**config.mk**
```make
export PLATFORM = sky130hd
export DESIGN_NAME = io_access_arbiter
export DESIGN_NICKNAME = d
export VERILOG_FILES = /design/src/rtl/io_access_arbiter.sv
export SDC_FILE = /design/constraint.sdc
export NUM_CORES = 1
export LEC_CHECK = 0
export ABC_AREA = 1
export BUFFER_PORTS_ARGS = -buffer_cell sky130_fd_sc_hd__buf_2
export CAP_MARGIN = 40
export CORE_ASPECT_RATIO = 0.5
export CORE_MARGIN = 10
export CORE_UTILIZATION = 43
export CTS_CLUSTER_DIAMETER = 30
export DETAILED_ROUTE_END_ITERATION = 8
export HOLD_SLACK_MARGIN = 0.06
export PLACE_DENSITY_LB_ADDON = 0.12
export SETUP_SLACK_MARGIN = 0.4
export SYNTH_ARGS = -nofsm -noshare
export SYNTH_HDL_FRONTEND = slang
export SYNTH_SLANG_ARGS = --single-unit
```
**constraint.sdc**
```tcl
create_clock -name Clock -period 4.7 [get_ports Clock]
set_input_delay 0.94 -clock Clock [delete_from_list [all_inputs] [get_ports Clock]]
set_output_delay 0.94 -clock Clock [all_outputs]
set_load 0.02 [all_outputs]
```
**src/rtl/io_access_arbiter.sv**
```systemverilog
// Round-robin arbiter for the shared processor-side I/O access port.
// One command in flight: IDLE -> ISSUE -> (WAIT ->) RESP -> IDLE.
module io_access_arbiter #(
    parameter int N_REQ      = 4,
    parameter int ADDR_W     = 30,
    parameter int RD_LATENCY = 1
) (
    input  logic                    Clock,
    input  logic                    Reset,
    input  logic [N_REQ-1:0]        Req_Valid,
    input  logic [N_REQ-1:0]        Req_WrEn,
    input  logic [N_REQ*ADDR_W-1:0] Req_Address,
    input  logic [N_REQ*32-1:0]     Req_WrData,
    output logic [N_REQ-1:0]        Req_Ready,
    output logic [N_REQ-1:0]        Rsp_Valid,
    output logic [31:0]             Rsp_RdData,
    output logic [ADDR_W-1:0]       Sys_Address,
    output logic [31:0]             Sys_WrData,
    output logic                    Sys_WrEn,
    output logic                    Sys_RdEn,
    input  logic [31:0]             Sys_RdData
);

    localparam int PW = (N_REQ > 1) ? $clog2(N_REQ) : 1;

    typedef enum logic [1:0] {
        IDLE,
        ISSUE,
        WAIT,
        RESP
    } state_t;

    state_t              state_q, state_d;
    logic [PW-1:0]       ptr_q, ptr_d;
    logic                wr_q, wr_d;
    logic [ADDR_W-1:0]   addr_q, addr_d;
    logic [31:0]         wdata_q, wdata_d;
    logic [2:0]          cnt_q, cnt_d;
    logic [31:0]         rdata_q, rdata_d;

    logic                found;
    logic [PW-1:0]       gnt;
    logic [PW-1:0]       cand;
    logic [N_REQ-1:0]    grant_oh;

    // Search upward from the slot after the last grant, wrapping at N_REQ.
    always_comb begin
        found = 1'b0;
        gnt   = ptr_q;
        cand  = '0;
        for (int k = 1; k <= N_REQ; k++) begin
            cand = PW'((int'(ptr_q) + k) % N_REQ);
            if (!found && Req_Valid[cand]) begin
                found = 1'b1;
                gnt   = cand;
            end
        end
    end

    always_comb begin
        state_d = state_q;
        ptr_d   = ptr_q;
        wr_d    = wr_q;
        addr_d  = addr_q;
        wdata_d = wdata_q;
        cnt_d   = cnt_q;
        rdata_d = rdata_q;
        unique case (state_q)
            IDLE: begin
                if (found) begin
                    state_d = ISSUE;
                    ptr_d   = gnt;
                    wr_d    = Req_WrEn[gnt];
                    addr_d  = Req_Address[int'(gnt)*ADDR_W +: ADDR_W];
                    wdata_d = Req_WrData[int'(gnt)*32 +: 32];
                end
            end
            ISSUE: begin
                if (wr_q) begin
                    state_d = RESP;
                end else begin
                    cnt_d   = 3'(RD_LATENCY);
                    state_d = WAIT;
                end
            end
            WAIT: begin
                cnt_d = cnt_q - 3'd1;
                if (cnt_q == 3'd1) begin
                    rdata_d = Sys_RdData;
                    state_d = RESP;
                end
            end
            RESP: begin
                state_d = IDLE;
            end
            default: begin
                state_d = IDLE;
            end
        endcase
    end

    always_ff @(posedge Clock or posedge Reset) begin
        if (Reset) begin
            state_q <= IDLE;
            ptr_q   <= PW'(N_REQ - 1);
            wr_q    <= 1'b0;
            addr_q  <= '0;
            wdata_q <= '0;
            cnt_q   <= '0;
            rdata_q <= '0;
        end else begin
            state_q <= state_d;
            ptr_q   <= ptr_d;
            wr_q    <= wr_d;
            addr_q  <= addr_d;
            wdata_q <= wdata_d;
            cnt_q   <= cnt_d;
            rdata_q <= rdata_d;
        end
    end

    // The pointer always holds the requester currently being served.
    assign grant_oh    = N_REQ'(1) << ptr_q;
    assign Req_Ready   = (state_q == ISSUE) ? grant_oh : '0;
    assign Rsp_Valid   = (state_q == RESP) ? grant_oh : '0;
    assign Sys_WrEn    = (state_q == ISSUE) && wr_q;
    assign Sys_RdEn    = (state_q == ISSUE) && !wr_q;
    assign Sys_Address = addr_q;
    assign Sys_WrData  = wdata_q;
    assign Rsp_RdData  = rdata_q;

endmodule

```
-- After elaboration in Yosys (flattened, before gate mapping)
Index checks and enable logic that the tools add are counted.
- $mul: 1
- reductions and logical operators: 15
- equal/unequal tests: 7
- add/sub/neg operators: 5
- $lt $le $gt $ge: 5
- shift operators: 3
- multiplexer cells: 26
- operators by type and width (kind ; count):
    variable part select 128 x 8 -> 32 bit ; 1
    variable part select 120 x 8 -> 30 bit ; 1
    less-than comparator 2 x 3 -> 1 bit, second input constant ; 5
    2-to-1 mux 2 bit ; 6
    binary-select mux 1 bit (select 2 bit) ; 5
    2-to-1 mux 1 bit ; 10
    2-to-1 mux 4 bit ; 2
    one-hot mux 2 bit (4 select lines) ; 1
    AND reduction 2 bit ; 4
    multiplier 2 x 4 -> 6 bit, second input constant ; 1
    inequality test 2 bit, second input constant ; 3
    one-hot mux 3 bit (2 select lines) ; 1
    logical AND 1 bit ; 5
    adder 2 x 1 -> 2 bit, second input constant ; 2
    adder 2 bit, second input constant ; 2
    == test 2 bit, second input constant ; 2
    logical NOT 1 bit ; 4
    left shift 1 x 2 -> 4 bit, first input constant ; 1
    == test 3 x 1 -> 1 bit, second input constant ; 1
    2-to-1 mux 3 bit ; 1
    subtractor 3 x 1 -> 3 bit, second input constant ; 1
    == test 2 x 1 -> 1 bit, second input constant ; 1
    logical NOT 2 bit ; 1
    nonzero test 2 bit ; 1
- logic and storage cells: 69
- register bits: 102
- output and inout bits: 104

-- Longest topological paths before layout
- word-level depth: 15
- gate-level depth with buffers: 15
- mapped depth without buffers: 13

-- Worst setup path before layout
Ideal clock, no wire load.
- kind: reg2reg
- start: register ptr_q[0]
- end: register wdata_q[10] (netlist: Sys_WrData[10])
- required time: 4583 ps
- stages on the path, launching flop included: 16
- arrival: 2110 ps
- setup slack: 2472 ps
- cell sequence: dfstp_2 buf_6 inv_8 ha_1 inv_1 nand2_2 nand2_2 inv_2 nand3_2 buf_6 buf_6 buf_6 nand3_2 nand3_1 nand3_1 nand2_1
- word-level cells in the longest chain between the ends: 14
- ends and longest elaborated chain (what ; RTL line ; RTL):
    from (decl) ; 34 ; logic [PW-1:0] ptr_q, ptr_d;
    from (signal assigned) ; 105 ; ptr_q <= PW'(N_REQ - 1);
    from (signal assigned) ; 113 ; ptr_q <= ptr_d;
    adder 2 x 1 -> 2 bit ; 52 ; cand = PW'((int'(ptr_q) + k) % N_REQ);
    binary-select mux 1 bit (select 2 bit) ; 53 ; if (!found && Req_Valid[cand]) begin
    2-to-1 mux 1 bit (implied by the code) ; 53 ;
    2-to-1 mux 1 bit ; 53 ;
    logical NOT 1 bit ; 53 ;
    logical AND 1 bit ; 53 ;
    2-to-1 mux 1 bit ; 53 ;
    logical NOT 1 bit ; 53 ;
    logical AND 1 bit ; 53 ;
    2-to-1 mux 1 bit ; 53 ;
    logical NOT 1 bit ; 53 ;
    logical AND 1 bit ; 53 ;
    2-to-1 mux 2 bit or 2-to-1 mux 1 bit (tied branches) ; 53 ;
    variable part select 128 x 8 -> 32 bit or AND reduction 2 bit (tied branches) ; -- ;
    to (signal assigned) ; 116 ; wdata_q <= wdata_d;
    to (decl) ; 37 ; logic [31:0] wdata_q, wdata_d;
Parallel ways exist; a longest one is shown, timed or not. The select of a mux whose other input is x is not followed.
A chain may end at the register's enable or synchronous reset.

-- Worst setup path in the final report
- start: register ptr_q[0]
- end: register addr_q[18] (netlist: Sys_Address[18])
- word-level cells in the longest chain between the ends: 15
- ends and longest elaborated chain (what ; RTL line ; RTL):
    adder 2 x 1 -> 2 bit ; 52 ;
    binary-select mux 1 bit (select 2 bit) ; 53 ;
    2-to-1 mux 1 bit (implied by the code) ; 53 ;
    2-to-1 mux 1 bit ; 53 ;
    logical NOT 1 bit ; 53 ;
    logical AND 1 bit ; 53 ;
    2-to-1 mux 1 bit ; 53 ;
    logical NOT 1 bit ; 53 ;
    logical AND 1 bit ; 53 ;
    2-to-1 mux 1 bit ; 53 ;
    logical NOT 1 bit ; 53 ;
    logical AND 1 bit ; 53 ;
    2-to-1 mux 2 bit ; 53 ;
    multiplier 2 x 4 -> 6 bit ; 74 ; addr_d = Req_Address[int'(gnt)*ADDR_W +: ADDR_W];
    variable part select 120 x 8 -> 30 bit ; 74 ;
    to (signal assigned) ; 115 ; addr_q <= addr_d;
    to (decl) ; 36 ; logic [ADDR_W-1:0] addr_q, addr_d;
Parallel ways exist; a longest one is shown, timed or not. The select of a mux whose other input is x is not followed.

==> reports/qor.txt <==
Buf+Inv Stages, Crit Path -> 3
syn avg cell area -> 7.57 um2
WL met3 -> 2450 um
1st-pass router iterations -> 5
setup TNS -> 0 ns
Commonest cells post-synth -> nand3_1 (348), nand2_1 (231), dfrtp_1 (100)
worst path required time -> 4.94 ns
type of the worst setup path -> flip-flop to flip-flop
Die W -> 198 um
cell depth of the worst hold path -> 2
Yosys warning total -> 0
clock buffer depth -> 2
dpl cell area -> 8820 um2
met2 WL -> 13,600 um
Post-Syn Area -> 6830 um2
vias in the first global route -> 7,671
Initial DRC Count -> 553
library cells used by synthesis -> 26
htree depth -> 3
Port-buffer cells -> 393
largest area contributor in the netlist -> dfrtp_1
CTS tree -> built
P per Cell Area -> 964 nW/um2
Area contributors post-synth -> dfrtp_1 (37%), nand3_1 (25%), nand2_1 (13%), nand3_2 (6.0%), mux2_2 (5.3%)
crit path cell chain -> inv_8 -> ha_1 -> inv_1 -> nand2_2 -> nand2_2 -> inv_2 -> nand2_2 -> nand2_4 -> nand2_4 -> nand2_1 -> nand3_1 -> nand3_1 -> nand2_1
CP startpoint -> ptr_q[0]
Crit. End Element -> flip-flop
outcome -> complete, no violations
most frequent cell after synthesis -> nand3_1
FILL cells -> 1,544
row cnt -> 32
f_max -> 274 MHz
critical-path maximum fanout -> 72
part of the Yosys area used for sequential elements -> 37.4%
Top Layer Used -> met5
startpoint types -> flip-flop
setup violators final -> 0
drc violations -> 0
clock root buffer -> clkbuf_16
CORE AREA -> 15,500 um2
Final Hold Viols -> 0
area of the die -> 21,600 um2
Resized cells post-CTS -> 0
GPL Wtd Cong -> 0.843
global-route wire length before repair -> 41,100 um
largest net degree at the start of global routing -> 73
Worst path slowest cell -> dfstp_2
DP Wirelength -> 20,900 um
R2R depth -> 13
most frequent CP cell -> nand2_2
total routed wirelength -> 27,300 um
leakage -> 5.06 nW
nets -> 1,547
RSZ-0062 raised after global routing -> false
worst r2r dst -> Sys_Address[18]
ys flop type -> dfrtp_1
dpl cells -> 1,439
height of the die -> 109 um
io pins -> 394
overall fraction of global-route tracks in use -> 23.5%
Hold Buf Count CTS -> 0
Hold Crit Start -> Sys_Address[23]
Via Count -> 7,742
Critical Path AT -> 3.88 ns
routed len/inst -> 18.7 um
Layout area overhead -> 33.6%
syn nets -> 1,203
Synth Instances -> 902
Vias per Instance -> 5.31
Hold WS -> 0.475 ns
Post-CTS Setup Bufs -> 0
Async S/R FF share, synth -> 100%
crit share post-route -> 77.5%
post-layout minimum cycle time -> 3.64 ns
antenna viol nets, final -> 0
slew at the pin closest to its max-slew limit -> 0.887 ns
r2r startpoint -> ptr_q[0]
Final Cell Area -> 9130 um2
max-cap violations -> 0
Hold EP -> Sys_Address[23]
Rel. slew slack -> 40.9%
Slew Viols, Final -> 0
TritonCTS Buffers -> 9
Tot Pwr -> 8.80 mW
CP peak stage delay -> 0.74 ns
Setup Skew -> 0.00811 ns
clock latency on the worst-skew pair -> 0.35 ns
Starting Density -> 44.1%
Worst IR Drop VDD -> 0.535 mV
Congestion Overflow GR -> 0
Worst Hold Class -> flip-flop to flip-flop
Seq cells post-synth -> 102
initial antenna violation count -> 5
share of the synthesized area in the top cell type -> 36.6%
Post-synth EDFFs -> 0
Worst path top cell family by delay -> simple AND/OR/NAND/NOR gates
reg-to-reg slack, setup -> 1.06 ns
Clock Sink Count -> 102
Clock transition at path regs -> 0.08 ns
Non-Filler Instances -> 1,457
routed metal-1 wirelength -> 10,600 um
layout cell share with drive strength beyond 1 -> 41.4%
[flip-flops by register name, indices dropped and copies added, names as in the netlist]
signal	count
wr_q	1
state_q	2
Sys_WrData	32
ptr_q	2
cnt_q	3
Sys_Address	30
Rsp_RdData	32
[worst min-delay path, stage by stage, from the launching register on]
cell	delay (ns)
dfrtp_1	0.34
nand2_1	0.05
nand2_1	0.05
[metrics by stage]
stage          utilization (%)  setup WS, ns
2_1_floorplan                -          1.09
3_3_place_gp              56.3          1.12
3_5_place_dp              56.9          1.12
4_1_cts                   58.9          1.11
5_1_grt                   58.9         0.826
6_report                  58.9          1.06
[cells by family after synthesis]
group	after synthesis	share of synthesized area (%)
AND/OR/NAND/NOR	641	46.1
buffers and inverters	103	8.13
flip-flops	102	37.4
multiplexers	32	5.27
AO/OA/AOI/OAI	12	0.934
adder cells (fa/ha/maj)	11	2.01
XOR/XNOR	1	0.128
[worst max path at each step]
stage	end	slack, ns	depth (start not counted)
floorplan	Rsp_RdData[0]	1.09	1
global placement	Sys_Address[21]	1.12	12
detailed placement	Sys_Address[18]	1.12	13
CTS	Sys_WrData[27]	1.11	13
global route	Sys_WrData[10]	0.83	13
finish	Sys_Address[18]	1.06	13
[placed cells by master (no fill, tap or decap), types with 3 or more instances in the layout]
cell	instances
a21oi_1	3
buf_12	6
dfrtp_1	100
buf_4	9
o21ai_0	7
ha_1	11
nand3_2	41
mux2_2	32
inv_1	24
clkbuf_16	9
buf_2	393
nor2_1	6
nand2_2	11
nand3_1	347
nand2_1	230
[layer usage]
layer	vias to the layer above	track usage (%)
met3	40	7.41
met5	-	0
met2	288	41.6
met4	6	5.72
met1	3655	27.3
li1	3753	-
[where the power goes]
group	switching (mW)	leakage, nW	internal [mW]
clock	0.370	0.148	0.378
combinational	4.32	3.69	2.12
sequential	0.255	1.22	1.36
[layout make-up]
class,count,area (um2),share of cell area (%)
inverters,28,115,1.26
well taps,204,255,2.80
repair buffers,408,2150,23.6
multi-input cells,697,3740,40.9
clock inverters,7,78.8,0.864
flip-flops and latches,102,2550,28.0
diodes,2,5.00,0.0548
clock buffers,9,225,2.47
(Power assumes the default switching activity.)
